**src/rtl/logic_axi4_stream_mux_arbiter_if.sv**
```systemverilog
// logic_axi4_stream_mux_arbiter_if: request/accept/grant bundle between the stream mux datapath and its arbiter.
interface logic_axi4_stream_mux_arbiter_if #(
    parameter int INPUTS = 2
);
    localparam int SW = INPUTS > 1 ? $clog2(INPUTS) : 1;
    logic [INPUTS-1:0] request;
    logic              accept;
    logic              last;
    logic [INPUTS-1:0] grant;
    logic [SW-1:0]     select;
    logic              locked;
    logic              timeout;
    modport master (input request, accept, last, output grant, select, locked, timeout);
    modport slave (output request, accept, last, input grant, select, locked, timeout);
endinterface

```
**src/rtl/logic_axi4_stream_mux_arbiter.sv**
```systemverilog
// logic_axi4_stream_mux_arbiter: packet-aware round-robin grant for the shared AXI4-Stream Tx port.
// Define LOGIC_AXI4_STREAM_MUX_ARBITER_TIMEOUT_EN to force release after TIMEOUT stalled BUSY cycles.
module logic_axi4_stream_mux_arbiter #(
    parameter int INPUTS = 2,
    parameter int USE_TLAST = 1,
    parameter int TIMEOUT = 256
) (
    input logic aclk,
    input logic areset_n,
    logic_axi4_stream_mux_arbiter_if.master arb
);
    localparam int SW = INPUTS > 1 ? $clog2(INPUTS) : 1;
    localparam logic [0:0] IDLE = 1'b0;
    localparam logic [0:0] BUSY = 1'b1;
    logic [0:0]        state;
    logic [INPUTS-1:0] grant_q, next_grant;
    logic [SW-1:0]     sel_q, ptr, base, winner;
    logic              found, rel_norm, force_rel, rearb;
    assign rel_norm = state == BUSY && arb.accept && (arb.last || USE_TLAST == 0);
    assign rearb = state == IDLE || rel_norm || force_rel;
    // on release the search starts just past the outgoing owner, making it lowest priority
    assign base = state == IDLE ? ptr : (int'(sel_q) == INPUTS - 1) ? '0 : sel_q + 1'b1;
    always_comb begin
        winner = '0;
        found = 1'b0;
        for (int k = INPUTS - 1; k >= 0; k--)
            if (arb.request[(int'(base) + k) % INPUTS]) begin
                winner = SW'((int'(base) + k) % INPUTS);
                found = 1'b1;
            end
        next_grant = '0;
        next_grant[winner] = found;
    end
    always_ff @(posedge aclk)
        if (!areset_n) begin
            state <= IDLE;
            grant_q <= '0;
            sel_q <= '0;
            ptr <= '0;
        end else if (rearb) begin
            state <= found ? BUSY : IDLE;
            grant_q <= next_grant;
            sel_q <= winner;
            if (state == BUSY) ptr <= base;
        end
`ifdef LOGIC_AXI4_STREAM_MUX_ARBITER_TIMEOUT_EN
    localparam int CW = $clog2(TIMEOUT + 1);
    logic [CW-1:0] stall;
    logic          timeout_q;
    assign force_rel = state == BUSY && !rel_norm && int'(stall) == TIMEOUT;
    always_ff @(posedge aclk)
        if (!areset_n) begin
            stall <= '0;
            timeout_q <= 1'b0;
        end else begin
            stall <= (state == IDLE || arb.accept || force_rel) ? '0 : stall + 1'b1;
            timeout_q <= force_rel;
        end
    assign arb.timeout = timeout_q;
`else
    assign force_rel = 1'b0;
    assign arb.timeout = 1'b0;
`endif
    assign arb.grant = grant_q;
    assign arb.select = sel_q;
    assign arb.locked = state == BUSY;
endmodule

```
**src/flat_wrapper.sv**
```systemverilog
// flat-port wrapper written by rule: the top's interface ports become plain ports
module logic_axi4_stream_mux_arbiter_flat 
#(
    parameter int INPUTS = 2,
    parameter int USE_TLAST = 1,
    parameter int TIMEOUT = 256
)
  (aclk, areset_n, arb_request, arb_accept, arb_last, arb_grant, arb_select, arb_locked, arb_timeout);
  logic_axi4_stream_mux_arbiter_if #(.INPUTS(INPUTS)) arb_i ();
  input logic aclk;
  input logic areset_n;
  input wire logic [$bits(arb_i.request)-1:0] arb_request;
  input wire logic [$bits(arb_i.accept)-1:0] arb_accept;
  input wire logic [$bits(arb_i.last)-1:0] arb_last;
  output wire logic [$bits(arb_i.grant)-1:0] arb_grant;
  output wire logic [$bits(arb_i.select)-1:0] arb_select;
  output wire logic [$bits(arb_i.locked)-1:0] arb_locked;
  output wire logic [$bits(arb_i.timeout)-1:0] arb_timeout;
  assign arb_i.request = arb_request;
  assign arb_i.accept = arb_accept;
  assign arb_i.last = arb_last;
  assign arb_grant = arb_i.grant;
  assign arb_select = arb_i.select;
  assign arb_locked = arb_i.locked;
  assign arb_timeout = arb_i.timeout;
  logic_axi4_stream_mux_arbiter #(.INPUTS(INPUTS), .USE_TLAST(USE_TLAST), .TIMEOUT(TIMEOUT)) u_core (.aclk(aclk), .areset_n(areset_n), .arb(arb_i));
endmodule
```
**config.mk**
```make
export PLATFORM = sky130hd
export DESIGN_NAME = logic_axi4_stream_mux_arbiter_flat
export DESIGN_NICKNAME = d
export VERILOG_FILES = /design/src/rtl/logic_axi4_stream_mux_arbiter_if.sv /design/src/rtl/logic_axi4_stream_mux_arbiter.sv /design/src/flat_wrapper.sv
export SDC_FILE = /design/constraint.sdc
export NUM_CORES = 1
export LEC_CHECK = 0
export ABC_CLOCK_PERIOD_IN_PS = 1200
export CAP_MARGIN = 30
export CORE_AREA = 5 5 42 44
export CTS_CLUSTER_DIAMETER = 30
export CTS_CLUSTER_SIZE = 10
export DETAILED_ROUTE_END_ITERATION = 8
export DIE_AREA = 0 0 47 49
export SLEW_MARGIN = 25
export SYNTH_ARGS = -nofsm -noshare
export SYNTH_HDL_FRONTEND = slang
export SYNTH_SLANG_ARGS = --single-unit
```
**constraint.sdc**
```tcl
create_clock -name aclk -period 1.2 [get_ports aclk]
set_input_delay 0.12 -clock aclk [delete_from_list [all_inputs] [get_ports aclk]]
set_output_delay 0.12 -clock aclk [all_outputs]
set_load 0.005 [all_outputs]
```
==> flow_metrics.env, run 1 <==
export IMPL_leakage_nw=0.1770
export IMPL_io_buffers=9
export IMPL_ys_types=15
export IMPL_cp_data_arrival_time_ns=1.13
export IMPL_fin_nets=43
export IMPL_synth_top_flop_cell="dfxtp_1"
export IMPL_post_route_period_util_pct=83.22
export IMPL_rsz0062_at_grt="false"
export IMPL_post_drt_wl_per_cell_um=10.21
export IMPL_p_total_mw=0.4608
export IMPL_drc=0
export IMPL_post_cts_buffers=0
export IMPL_clock_sinks=5
export IMPL_fin_setup_tns_ns=0
export IMPL_drv_slew=0
export IMPL_viasPerCell=4.192
export IMPL_cp_required_ns=1.33
export IMPL_antenna_cells=0
export IMPL_crit_fanout=6
export IMPL_syn_area_um2=244.0
export IMPL_min_period_ns=0.9987
export IMPL_yosysWarnings=0
export IMPL_highest_signal_layer="met4"
export IMPL_gp_congestion=0.6494
export IMPL_synth_seq_cells=5
export IMPL_yosysSeqAreaShare_pct=41.03
export IMPL_grt_pass1_wl_um=821
export IMPL_firstDrtPassIters=2
export IMPL_syn2layout_area_growth_pct=60.00
export IMPL_endpoint_kind="flop"
export IMPL_die_area_mm2=0.002303
export IMPL_postPlaceCellArea_um2=361.6
export IMPL_p_per_area_mw_per_mm2=1180
export IMPL_fin_cells=52
export IMPL_antenna_found_initial=0
export IMPL_start_util_pct=17.41
export IMPL_async_reset_ff_share_pct=0
export IMPL_setup_viol=0
export IMPL_synth_top_area_share_pct=41.03
export IMPL_postRouteAntennaNets=0
export IMPL_pin_count=11
export IMPL_route_met3_wl_um=100
export IMPL_grt_total_usage_pct=5.704
export IMPL_grt_max_degree=7
export IMPL_syn_nets=28
export IMPL_die_w_um=47
export IMPL_wl_met1_um=226
export IMPL_cts_clk_slew_worst_paths_ns=0.05
export IMPL_drt_iter0_drc=2
export IMPL_peakVddDrop_mv=0.7924
export IMPL_critPathLaunchType="flop"
export IMPL_die_h_um=49
export IMPL_hold_path_class="flop to flop"
export IMPL_grt_pass1_vias=203
export IMPL_coreArea_mm2=0.001401
export IMPL_hold_viol_final=0
export IMPL_ys_top_cells_by_area="dfxtp_1 (41%), a31o_1 (11%), a21boi_4 (7.7%)"
export IMPL_synth_edff_count=0
export IMPL_dr_wl_met2_um=195
export IMPL_r2r_start="u_core.arb.locked"
export IMPL_clock_latency_ns=0.24
export IMPL_fin_skew_ns=0.004846
export IMPL_worst_setup_path_type="flop to flop"
export IMPL_clockBufferDepth=2
export IMPL_finalWirelength_um=531
export IMPL_place_inst=48
export IMPL_status="finished, final reports clean"
export IMPL_fmax_ghz=1.001
export IMPL_ys_top_cells_by_count="dfxtp_1 (5), a31o_1 (3), nand2_1 (2)"
export IMPL_synth_cells=22
export IMPL_min_from="u_core.arb.grant[1]"
export IMPL_final_area_um2=390.4
export IMPL_cts_inserted_buffers=3
export IMPL_dp_hpwl_um=398.5
export IMPL_tritoncts="yes"
export IMPL_drv_cap=0
export IMPL_dr_total_vias=218
export IMPL_drive_above_1_share_pct=25.00
export IMPL_yosysMostFrequentCell="dfxtp_1"
export IMPL_netlist_top_cell_by_area="dfxtp_1"
export IMPL_overflow=0
export IMPL_avgSynthCellArea_um2=11.09
export IMPL_crit_start="u_core.arb.locked"
export IMPL_num_rows=14
export IMPL_ctsHtreeMaxLevel=1
export IMPL_cts_root_buf="clkbuf_4"
-- path summary, 6_finish.rpt --
path,slack (ns),endpoint,cells after the start
min reg2reg,0.47,u_core.arb.grant[1],1
min,0.47,u_core.arb.grant[1],1
max reg2reg,0.20,u_core.arb.grant[0],3
max,0.20,u_core.arb.grant[0],3
-- cell families after synthesis --
family	share of synthesized area, %
AOI/OAI and AO/OA	36.41
and+or+nand+nor	17.95
DFF	41.03
buffers and inverters	3.078
other	1.537
-- layout by cell type, fill, tap and decap left out --
| cell | n |
|---|---|
| a21boi_4 | 1 |
| a32o_1 | 1 |
| dfxtp_4 | 1 |
| a311oi_2 | 1 |
| a21bo_1 | 1 |
| nand2b_1 | 1 |
| o31a_1 | 1 |
| dlygate4sd2_1 | 3 |
| clkbuf_4 | 3 |
| buf_4 | 2 |
| a31o_1 | 3 |
| clkdlybuf4s50_1 | 5 |
| nand4_1 | 1 |
| nand2_1 | 2 |
| conb_1 | 1 |
| dlymetal6s2s_1 | 1 |
| and3_1 | 1 |
| clkbuf_1 | 1 |
| dfxtp_1 | 4 |
| nor2_1 | 1 |
| nand2b_4 | 1 |
-- final cells by class --
type / instances / area, µm²
multi-input cells: 16 / 136.4
clock buffers: 4 / 26.28
well taps: 16 / 20.02
flip-flops and latches: 5 / 103.9
fillers: 155 / 1011
repair buffers: 11 / 103.9
-- power by group --
| group | total (mW) | switching, mW | internal (mW) | leakage (nW) |
|---|---|---|---|---|
| registers | 0.187 | 0.00905 | 0.178 | 0.0417 |
| logic | 0.0796 | 0.0297 | 0.0499 | 0.120 |
| clock network | 0.195 | 0.0688 | 0.126 | 0.0150 |
-- flip-flops by register name (all words and copies together) (netlist names) --
register / count
u_core.arb.grant: 2
u_core.arb.locked: 1
u_core.arb.select: 1
u_core.ptr: 1
-- what timing repair did --
item                                    CTS  global route
resized for setup                         5             1
cloned                                    0             0
hold buffers                              0             0
endpoints found under the setup margin    3             1
-- layer usage --
layer	GRT usage (%)	vias up
met5	0	-
met4	4.147	0
met3	7.749	2
met2	5.204	12
met1	6.154	94
li1	-	110
-- critical path, stage by stage (launching register included) --
cell and delay [ns]:
dfxtp_4 0.36, a21boi_4 0.25, nor2_1 0.07, a32o_1 0.20
-- through the flow --
| stage | utilization, % | worst slack [ns] | hold WS, ns |
|---|---|---|---|
| 6_report | 27.86 | 0.2013 | 0.4692 |
| 5_1_grt | 27.86 | 0.1635 | 0.5106 |
| 3_5_place_dp | 25.80 | -0.03836 | 0.4703 |
| 3_3_place_gp | 25.80 | -0.04698 | 0.4699 |
| 4_1_cts | 27.68 | 0.002811 | 0.4781 |
| 2_1_floorplan | - | 0.1846 | 0.2479 |
Power figures use the tool's default switching activity.
==> run 2: changes to the inputs <==
Settings changed: ABC_CLOCK_PERIOD_IN_PS 1200 to 900.
Clock period 1.2 ns to 0.9 ns, I/O delays scaled along.
==> flow_metrics.env, run 2 (synthesized netlist as in run 1, its figures left out) <==
export IMPL_status="finished, violations left"
export IMPL_violations="negative setup slack"
export IMPL_hold_path_class="input pin to flop"
export IMPL_mostFrequentLayoutCell="buf_4"
export IMPL_cts_clk_slew_worst_paths_ns=0.04
export IMPL_p_per_area_mw_per_mm2=1538
export IMPL_fin_skew_ns=0.002364
export IMPL_postCtsHoldBufs=0
export IMPL_clockBufferDepth=2
export IMPL_power_frac_seq_pct=39.7
export IMPL_crit_slowest_cell="dfxtp_4"
export IMPL_final_util_pct=29.38
export IMPL_peakVddDrop_mv=0.7376
export IMPL_p_total_mw=0.6332
export IMPL_grt_max_degree=7
export IMPL_setup_viol=5
export IMPL_setup_slack_ns=-0.1206
export IMPL_post_route_period_util_pct=113.4
export IMPL_antenna_cells=0
export IMPL_die_w_um=47
export IMPL_finalWirelength_um=612
export IMPL_grt_total_usage_pct=7.052
export IMPL_drc=0
export IMPL_die_area_mm2=0.002303
export IMPL_min_period_ns=1.021
export IMPL_route_met3_wl_um=54
export IMPL_rsz0062_at_grt="true"
export IMPL_r2r_start="u_core.arb.locked"
export IMPL_firstDrtPassIters=4
export IMPL_clock_latency_ns=0.24
export IMPL_final_area_um2=411.6
export IMPL_cp_top_family="compound AO/OA/AOI/OAI gates"
export IMPL_leakage_nw=0.1815
export IMPL_place_ws_ns=-0.3096
export IMPL_whs_ns=0.4369
export IMPL_crit_fanout=5
export IMPL_pin_count=11
export IMPL_endpoint_kind="flop"
export IMPL_dr_total_vias=236
export IMPL_drt_iter0_drc=12
export IMPL_postRouteAntennaNets=0
export IMPL_dp_hpwl_um=425.6
export IMPL_place_inst=51
export IMPL_fmax_ghz=0.9798
export IMPL_coreArea_mm2=0.001401
export IMPL_start_util_pct=17.41
export IMPL_combPwrFrac_pct=19.3
export IMPL_cts_root_buf="clkbuf_4"
export IMPL_tritoncts="yes"
export IMPL_fin_nets=47
export IMPL_worst_setup_path_type="flop to flop"
export IMPL_dr_wl_met2_um=276
export IMPL_slowest_delay_ns=0.36
export IMPL_die_h_um=49
export IMPL_worst_path_buf_inv=0
export IMPL_overflow=0
export IMPL_switching_share_pct=23.88
export IMPL_crit_start="u_core.arb.locked"
export IMPL_p_int_mw=0.4820
export IMPL_drv_cap=0
export IMPL_largest_register_ffs=2
export IMPL_drv_slew=0
export IMPL_hold_viol_final=0
export IMPL_min_from="arb_last"
export IMPL_ctsHtreeMaxLevel=1
export IMPL_grt_pass1_vias=251
export IMPL_num_rows=14
export IMPL_grt_pass1_wl_um=1097
export IMPL_antenna_found_initial=0
export IMPL_clock_sinks=5
export IMPL_highest_signal_layer="met4"
export IMPL_post_drt_wl_per_cell_um=10.93
export IMPL_cts_inserted_buffers=3
export IMPL_critPathLaunchType="flop"
export IMPL_viasPerCell=4.214
export IMPL_clock_power_share_pct=41.1
export IMPL_drive_above_1_share_pct=45.00
export IMPL_netSwitchingPower_mw=0.1512
export IMPL_cp_cell_sequence="nand2b_4 -> a311oi_2 -> a31o_1"
export IMPL_wl_met1_um=269
export IMPL_gp_congestion=0.6923
export IMPL_fin_setup_tns_ns=-0.3701
export IMPL_postPlaceCellArea_um2=385.4
export IMPL_cp_required_ns=1.08
export IMPL_fin_cells=56
export IMPL_syn2layout_area_growth_pct=68.72
export IMPL_cp_data_arrival_time_ns=1.20
export IMPL_io_buffers=9
-- run 2: cell count changes in the layout (fill, tap and decap cells not counted), sizes merged --
cell / change
clkbuf: +3
buf: +4
dlymetal6s2s: -1
clkdlybuf4s50: -2
-- run 2: power by group through the flow --
stage | Combinational (mW) | Sequential (mW) | Clock [mW]
global placement | 0.126 | 0.254 | 0
detailed placement | 0.126 | 0.254 | 0
CTS | 0.127 | 0.251 | 0.272
global route | 0.133 | 0.254 | 0.293
finish | 0.122 | 0.251 | 0.260
floorplan | 0.0467 | 0.255 | 0
-- run 2: path summary, 6_finish.rpt --
check	endpoint	slack [ns]	depth (start not counted)
worst max register to register	u_core.arb.grant[1]	-0.12	3
worst max-delay path	u_core.arb.grant[1]	-0.12	3
worst min register to register	u_core.arb.grant[1]	0.49	1
worst min-delay path	u_core.arb.grant[0]	0.44	4
-- run 2: metal layers --
layer / vias up / global-route usage (%)
met5: - / 0
met4: 0 / 4.147
met3: 2 / 5.535
met2: 11 / 9.276
met1: 105 / 7.726
li1: 118 / -
-- run 2: tightest hold or removal path, stage by stage --
cell and delay [ns]:
dlygate4sd2_1 0.26, a21boi_4 0.09, nor2_1 0.09, a32o_1 0.12
-- run 2: area by class of cell --
class / instances / area (µm²)
Clock buffer: 4 / 26.28
Fill cell: 153 / 989.7
Multi-Input combinational cell: 16 / 143.9
Sequential cell: 5 / 105.1
Tap cell: 16 / 20.02
Timing Repair Buffer: 15 / 116.4
-- run 2: timing repair --
action / 4_1_cts / 5_1_grt
endpoints found under the setup margin: 8 / 8
pin swaps: 4 / 1
resized for setup: 11 / 4
cloned: 0 / 0
buffers inserted: 1 / 0
